===== src/rtl/muldiv_ctrl.sv =====
// Iterative multiply/divide sequencer owning the HI/LO registers (32 shift-add / restoring steps).
// Optional macro MULDIV_SIGNED_EN enables the signed mult/div path (op_i[0]=0).
module muldiv_ctrl #(
  parameter int ITER = 32
) (
  input  logic        clk,
  input  logic        reset,
  input  logic        start_i,
  input  logic [1:0]  op_i,
  input  logic [31:0] opa_i,
  input  logic [31:0] opb_i,
  input  logic        mthi_i,
  input  logic        mtlo_i,
  input  logic [31:0] wdata_i,
  input  logic        rd_req_i,
  input  logic        flush_i,
  output logic        busy_o,
  output logic        stall_o,
  output logic        done_o,
  output logic [31:0] hi_o,
  output logic [31:0] lo_o
);

  typedef enum logic [1:0] {IDLE = 2'd0, CALC = 2'd1, DONE = 2'd2} state_t;

  localparam logic [5:0] LAST_C = 6'(ITER - 1);

  state_t      state_r, state_nx_s;
  logic [5:0]  cnt_r;
  logic        is_div_r;
  logic [31:0] b_r, q_r, acc_r;
  logic [31:0] hi_r, lo_r;
  logic        done_r;
  logic [31:0] a_mag_s, b_mag_s;
  logic [32:0] sum_s, shl_s;
  logic [31:0] acc_nx_s, q_nx_s;
  logic [63:0] prod_s;
  logic [31:0] quo_s, rem_s, res_hi_s, res_lo_s;
  logic        start_ok_s, mt_ok_s, fin_s;

`ifdef MULDIV_SIGNED_EN
  logic neg_res_r, neg_rem_r;
  logic a_neg_s, b_neg_s;

  // Operand magnitudes and result signs for the signed path.
  always_comb begin
    a_neg_s = ~op_i[0] & opa_i[31];
    b_neg_s = ~op_i[0] & opb_i[31];
    a_mag_s = a_neg_s ? (32'd0 - opa_i) : opa_i;
    b_mag_s = b_neg_s ? (32'd0 - opb_i) : opb_i;
  end
`else
  logic unused_op_s;
  assign unused_op_s = op_i[0];
  assign a_mag_s = opa_i;
  assign b_mag_s = opb_i;
`endif

  // One shift-add (mult) or restoring-subtract (div) step; q_r holds multiplier or dividend/quotient.
  always_comb begin
    sum_s  = {1'b0, acc_r} + (q_r[0] ? {1'b0, b_r} : 33'd0);
    shl_s  = {acc_r, q_r[31]};
    if (is_div_r) begin
      if (shl_s >= {1'b0, b_r}) begin
        acc_nx_s = 32'(shl_s - {1'b0, b_r});
        q_nx_s   = {q_r[30:0], 1'b1};
      end else begin
        acc_nx_s = shl_s[31:0];
        q_nx_s   = {q_r[30:0], 1'b0};
      end
    end else begin
      acc_nx_s = sum_s[32:1];
      q_nx_s   = {sum_s[0], q_r[31:1]};
    end
  end

  // Final result of the last step, with sign correction when enabled.
  always_comb begin
    prod_s = {acc_nx_s, q_nx_s};
    quo_s  = q_nx_s;
    rem_s  = acc_nx_s;
`ifdef MULDIV_SIGNED_EN
    if (neg_res_r) begin
      prod_s = 64'd0 - prod_s;
      quo_s  = 32'd0 - quo_s;
    end else begin
      prod_s = prod_s;
    end
    if (neg_rem_r) begin
      rem_s = 32'd0 - rem_s;
    end else begin
      rem_s = rem_s;
    end
`endif
    if (is_div_r) begin
      res_hi_s = rem_s;
      res_lo_s = quo_s;
    end else begin
      res_hi_s = prod_s[63:32];
      res_lo_s = prod_s[31:0];
    end
  end

  // Next-state decode; DONE accepts a new issue exactly like IDLE.
  always_comb begin
    state_nx_s = state_r;
    start_ok_s = 1'b0;
    mt_ok_s    = 1'b0;
    fin_s      = 1'b0;
    case (state_r)
      IDLE, DONE: begin
        mt_ok_s = ~start_i;
        if (start_i && !flush_i) begin
          start_ok_s = 1'b1;
          state_nx_s = CALC;
        end else begin
          state_nx_s = IDLE;
        end
      end
      CALC: begin
        if (flush_i) begin
          state_nx_s = IDLE;
        end else if (cnt_r == LAST_C) begin
          state_nx_s = DONE;
          fin_s      = 1'b1;
        end else begin
          state_nx_s = CALC;
        end
      end
      default: state_nx_s = IDLE;
    endcase
  end

  // State, datapath and architectural HI/LO registers.
  always_ff @(posedge clk or posedge reset) begin
    if (reset) begin
      state_r  <= IDLE;
      cnt_r    <= 6'd0;
      is_div_r <= 1'b0;
      b_r      <= 32'd0;
      q_r      <= 32'd0;
      acc_r    <= 32'd0;
      hi_r     <= 32'd0;
      lo_r     <= 32'd0;
      done_r   <= 1'b0;
`ifdef MULDIV_SIGNED_EN
      neg_res_r <= 1'b0;
      neg_rem_r <= 1'b0;
`endif
    end else begin
      state_r <= state_nx_s;
      done_r  <= fin_s;
      if (start_ok_s) begin
        is_div_r <= op_i[1];
        b_r      <= op_i[1] ? b_mag_s : a_mag_s;
        q_r      <= op_i[1] ? a_mag_s : b_mag_s;
        acc_r    <= 32'd0;
        cnt_r    <= 6'd0;
`ifdef MULDIV_SIGNED_EN
        neg_res_r <= a_neg_s ^ b_neg_s;
        neg_rem_r <= a_neg_s;
`endif
      end else if (state_r == CALC) begin
        acc_r <= acc_nx_s;
        q_r   <= q_nx_s;
        cnt_r <= cnt_r + 6'd1;
      end
      if (fin_s) begin
        hi_r <= res_hi_s;
        lo_r <= res_lo_s;
      end else if (mt_ok_s) begin
        if (mthi_i) hi_r <= wdata_i;
        if (mtlo_i) lo_r <= wdata_i;
      end
    end
  end

  assign busy_o  = (state_r == CALC);
  assign stall_o = busy_o & (start_i | rd_req_i | mthi_i | mtlo_i);
  assign done_o  = done_r;
  assign hi_o    = hi_r;
  assign lo_o    = lo_r;

endmodule


===== config.mk =====
export PLATFORM = sky130hd
export DESIGN_NAME = muldiv_ctrl
export DESIGN_NICKNAME = d
export VERILOG_FILES = /design/src/rtl/muldiv_ctrl.sv
export SDC_FILE = /design/constraint.sdc
export NUM_CORES = 1
export LEC_CHECK = 0
export CAP_MARGIN = 20
export CORE_MARGIN = 5
export CORE_UTILIZATION = 57
export DETAILED_ROUTE_END_ITERATION = 6
export PLACE_DENSITY = 0.79
export REMOVE_ABC_BUFFERS = 1
export SETUP_SLACK_MARGIN = 0.2
export SLEW_MARGIN = 20
export SYNTH_ARGS = -nofsm -noshare
export SYNTH_HDL_FRONTEND = slang
export SYNTH_SLANG_ARGS = --single-unit

===== constraint.sdc =====
create_clock -name clk -period 8.34 [get_ports clk]
set_clock_uncertainty 0.15 [all_clocks]
set_input_delay 2.085 -clock clk [delete_from_list [all_inputs] [get_ports clk]]
set_output_delay 2.085 -clock clk [all_outputs]
set_load 0.02 [all_outputs]

==> flow_metrics.env <==
export IMPL_grt_pass1_vias=11400
export IMPL_via_count=11400
export IMPL_tritoncts="yes"
export IMPL_clockBufferDepth=2
export IMPL_ir_worst_vdd_v=0.000183
export IMPL_routed_via_density=6.20
export IMPL_hp_start="b_r[0]"
export IMPL_drtAntennaViolNets=0
export IMPL_multi_input_area_mm2=0.00766
export IMPL_max_stage_delay_ps=540
export IMPL_period_share=0.696
export IMPL_netlist_area_mm2=0.0125
export IMPL_slew_viol_final=0
export IMPL_worstPathArrival_ps=3570
export IMPL_ys_ff_latch=170
export IMPL_fp_dieW_um=158
export IMPL_clk_pin_slew_worst_paths_ps=70
export IMPL_crit_type="in -> out"
export IMPL_fin_area_mm2=0.0149
export IMPL_clock_sinks=170
export IMPL_cts_hold_buf=0
export IMPL_synth_ff_type="dfrtp_1"
export IMPL_cts_buffers_inserted=17
export IMPL_fin_nets=1709
export IMPL_start_util=0.576
export IMPL_ys_warnings_count=0
export IMPL_start_kind="input pin"
export IMPL_cts_htree_levels=4
export IMPL_avgSynthCellArea_um2=8.74
export IMPL_status="finished, final reports clean"
export IMPL_finalSetupTns_ps=0
export IMPL_grtUsageTotal=0.293
export IMPL_synth_cells=1433
export IMPL_cp_data_required_time_ps=6110
export IMPL_yosysSeqAreaShare=0.340
export IMPL_cpMaxStageDelayCell="clkdlybuf4s50_1"
export IMPL_fin_util=0.684
export IMPL_crit_top_cell="clkdlybuf4s50_1"
export IMPL_overflow=0
export IMPL_firstDrtPassIters=5
export IMPL_cp_max_fo=5
export IMPL_drive_gt1_frac=0.0503
export IMPL_max_cap_violations=0
export IMPL_post_route_drc_count=0
export IMPL_row_count=54
export IMPL_fp_dieArea_mm2=0.0250
export IMPL_clk_latency_ps=440
export IMPL_synth_edf_count=0
export IMPL_wl_mm=36.1
export IMPL_max_freq_ghz=0.172
export IMPL_hold_viol=0
export IMPL_place_area_mm2=0.0143
export IMPL_seq_area_mm2=0.00426
export IMPL_post_cts_buffers=0
export IMPL_antenna_cells=0
export IMPL_hpwl_mm=25.6
export IMPL_die_h_um=158
export IMPL_synth_cell_types=67
export IMPL_wl_per_cell_um=19.7
export IMPL_gp_congestion=0.938
export IMPL_endpoint_kind="primary output"
export IMPL_cts_resized=0
export IMPL_area_growth_pct=18.8
export IMPL_relSlewSlack=0.242
export IMPL_finalCriticalPeriod_ps=5810
export IMPL_p_leak_nw=6.81
export IMPL_io_pins=172
export IMPL_rr_startpoint="q_r[0]"
export IMPL_startpoint="start_i"
export IMPL_fp_coreArea_mm2=0.0218
export IMPL_grt_pass1_wl_mm=59.4
export IMPL_tightest_slew_ps=1140
export IMPL_grt_max_degree=84
export IMPL_rsz0062_at_grt="false"
export IMPL_setup_viol=0
export IMPL_hold_class="reg -> reg"
export IMPL_port_buffers=170
export IMPL_drtIter0Drc=813
export IMPL_synthArstFlopShare=1.00
export IMPL_root_buffer="clkbuf_16"
export IMPL_antenna_found_initial=0
export IMPL_cp_cell_sequence="clkdlybuf4s50_1 > nor4_1 > nor2_1 > clkdlybuf4s50_1"
export IMPL_power_density_mw_per_mm2=337
export IMPL_fill_cells=1843
==> routing by layer <==
layer	track usage	vias up	wire, um
li1	-	5427	-
met1	0.409	5547	16500
met2	0.481	318	17100
met3	0.0410	58	1770
met4	0.0820	0	715
met5	0	-	0
==> through the flow <==
stage	instances	worst slack, ps	hold slack (ps)	power (mW)
final	1830	2530	366	5.02
after global routing	1830	2470	403	5.38
after CTS	1830	2520	367	5.00
after detailed placement	1798	2520	348	4.15
after global placement	1798	2570	328	4.11
after floorplan	1335	1500	313	3.32
==> layout by cell type (no fill, tap or decap), types with 5 or more instances in the layout <==
master / count
clkdlybuf4s50_1: 169
o21ai_0: 87
and3_1: 7
a21o_1: 42
nor2b_1: 57
nand4_1: 22
o211ai_1: 10
or2_2: 5
o2bb2ai_1: 9
o21a_1: 13
o22ai_1: 5
a211oi_1: 55
o21ai_1: 10
xnor2_1: 26
ha_1: 65
o221ai_1: 33
nand3_1: 32
xor2_1: 27
a21oi_1: 124
inv_1: 56
nor2_1: 61
inv_6: 6
o21bai_1: 8
mux2i_1: 127
nand2_1: 132
buf_4: 14
clkbuf_16: 17
or3_1: 6
a31oi_1: 11
nand2b_1: 5
dfrtp_1: 169
mux2_2: 10
o31ai_1: 6
and2_1: 38
nor3_1: 13
==> kinds of logic (layout without fill, tap and decap cells) <==
group / count (synthesis) / after routing / synth area share
compound gates: 449 / 449 / 0.235
simple gates: 399 / 399 / 0.157
flops: 170 / 170 / 0.340
buf+inv: 156 / 273 / 0.0505
mux: 139 / 139 / 0.112
fa+ha+maj: 67 / 67 / 0.0681
xor+xnor: 53 / 53 / 0.0371
==> state kept, by name, summed over array words and instances (netlist names) <==
signal,flops
cnt_r,6
state_r,2
acc_r,32
is_div_r,1
lo_o,32
q_r,32
done_o,1
hi_o,32
b_r,32
==> power breakdown <==
part | leakage, nW | switching, mW | total, mW | internal (mW)
Sequential | 2.13 | 0.241 | 1.30 | 1.06
Combinational | 4.39 | 1.68 | 2.90 | 1.22
Clock | 0.292 | 0.386 | 0.821 | 0.435
Total | 6.81 | 2.31 | 5.02 | 2.71
==> critical path, delay by kind of cell <==
kind / cells / cell delay (ps)
buffers and inverters: 2 / 1070
AND/OR/NAND/NOR: 2 / 410
==> final cells by class <==
| type | instances | share of cell area |
|---|---|---|
| clock buffers | 19 | 0.0298 |
| well taps | 280 | 0.0235 |
| clock inverters | 13 | 0.0101 |
| multi-input cells | 1107 | 0.515 |
| flip-flops and latches | 170 | 0.286 |
| repair buffers | 183 | 0.121 |
| inverters | 58 | 0.0151 |
==> path summary, 6_finish.rpt <==
check	end	slack, ps	cells past startpoint
worst min register to register	b_r[0]	370	2
worst min-delay path	b_r[0]	370	2
worst max register to register	acc_r[29]	4140	14
max in group asynchronous	acc_r[5]	4880	3
worst max-delay path	stall_o	2530	4
min in group asynchronous	q_r[18]	1930	2
==> cell usage after synthesis, drive strengths merged (3+ instances only) <==
cell	instances	area, um2
xor2	27	236
ha	65	813
mux2	12	135
a211oi	57	438
o2111ai	4	41.3
a41oi	4	35.0
o21bai	8	60.1
xnor2	26	228
o31ai	6	45.0
nand2b	6	37.5
o21ai	97	485
a21oi	124	621
nor2b	58	365
o211ai	10	75.1
and3	7	43.8
o22ai	5	31.3
inv	58	218
a31oi	11	68.8
a21boi	4	30.0
and2	38	238
mux2i	127	1270
or3	6	37.5
nor4	4	25.0
nand2	134	505
nor2	63	239
clkbuf	79	297
nor3	13	65.1
nand4	22	138
nand3	32	160
a21o	42	315
a211o	4	35.0
o211a	3	30.0
dfrtp	170	4250
o311a	3	30.0
or2	7	46.3
o221ai	33	289
buf	19	119
o2bb2ai	9	78.8
o21a	13	97.6
nor3b	4	30.0
(Power assumes the default switching activity.)
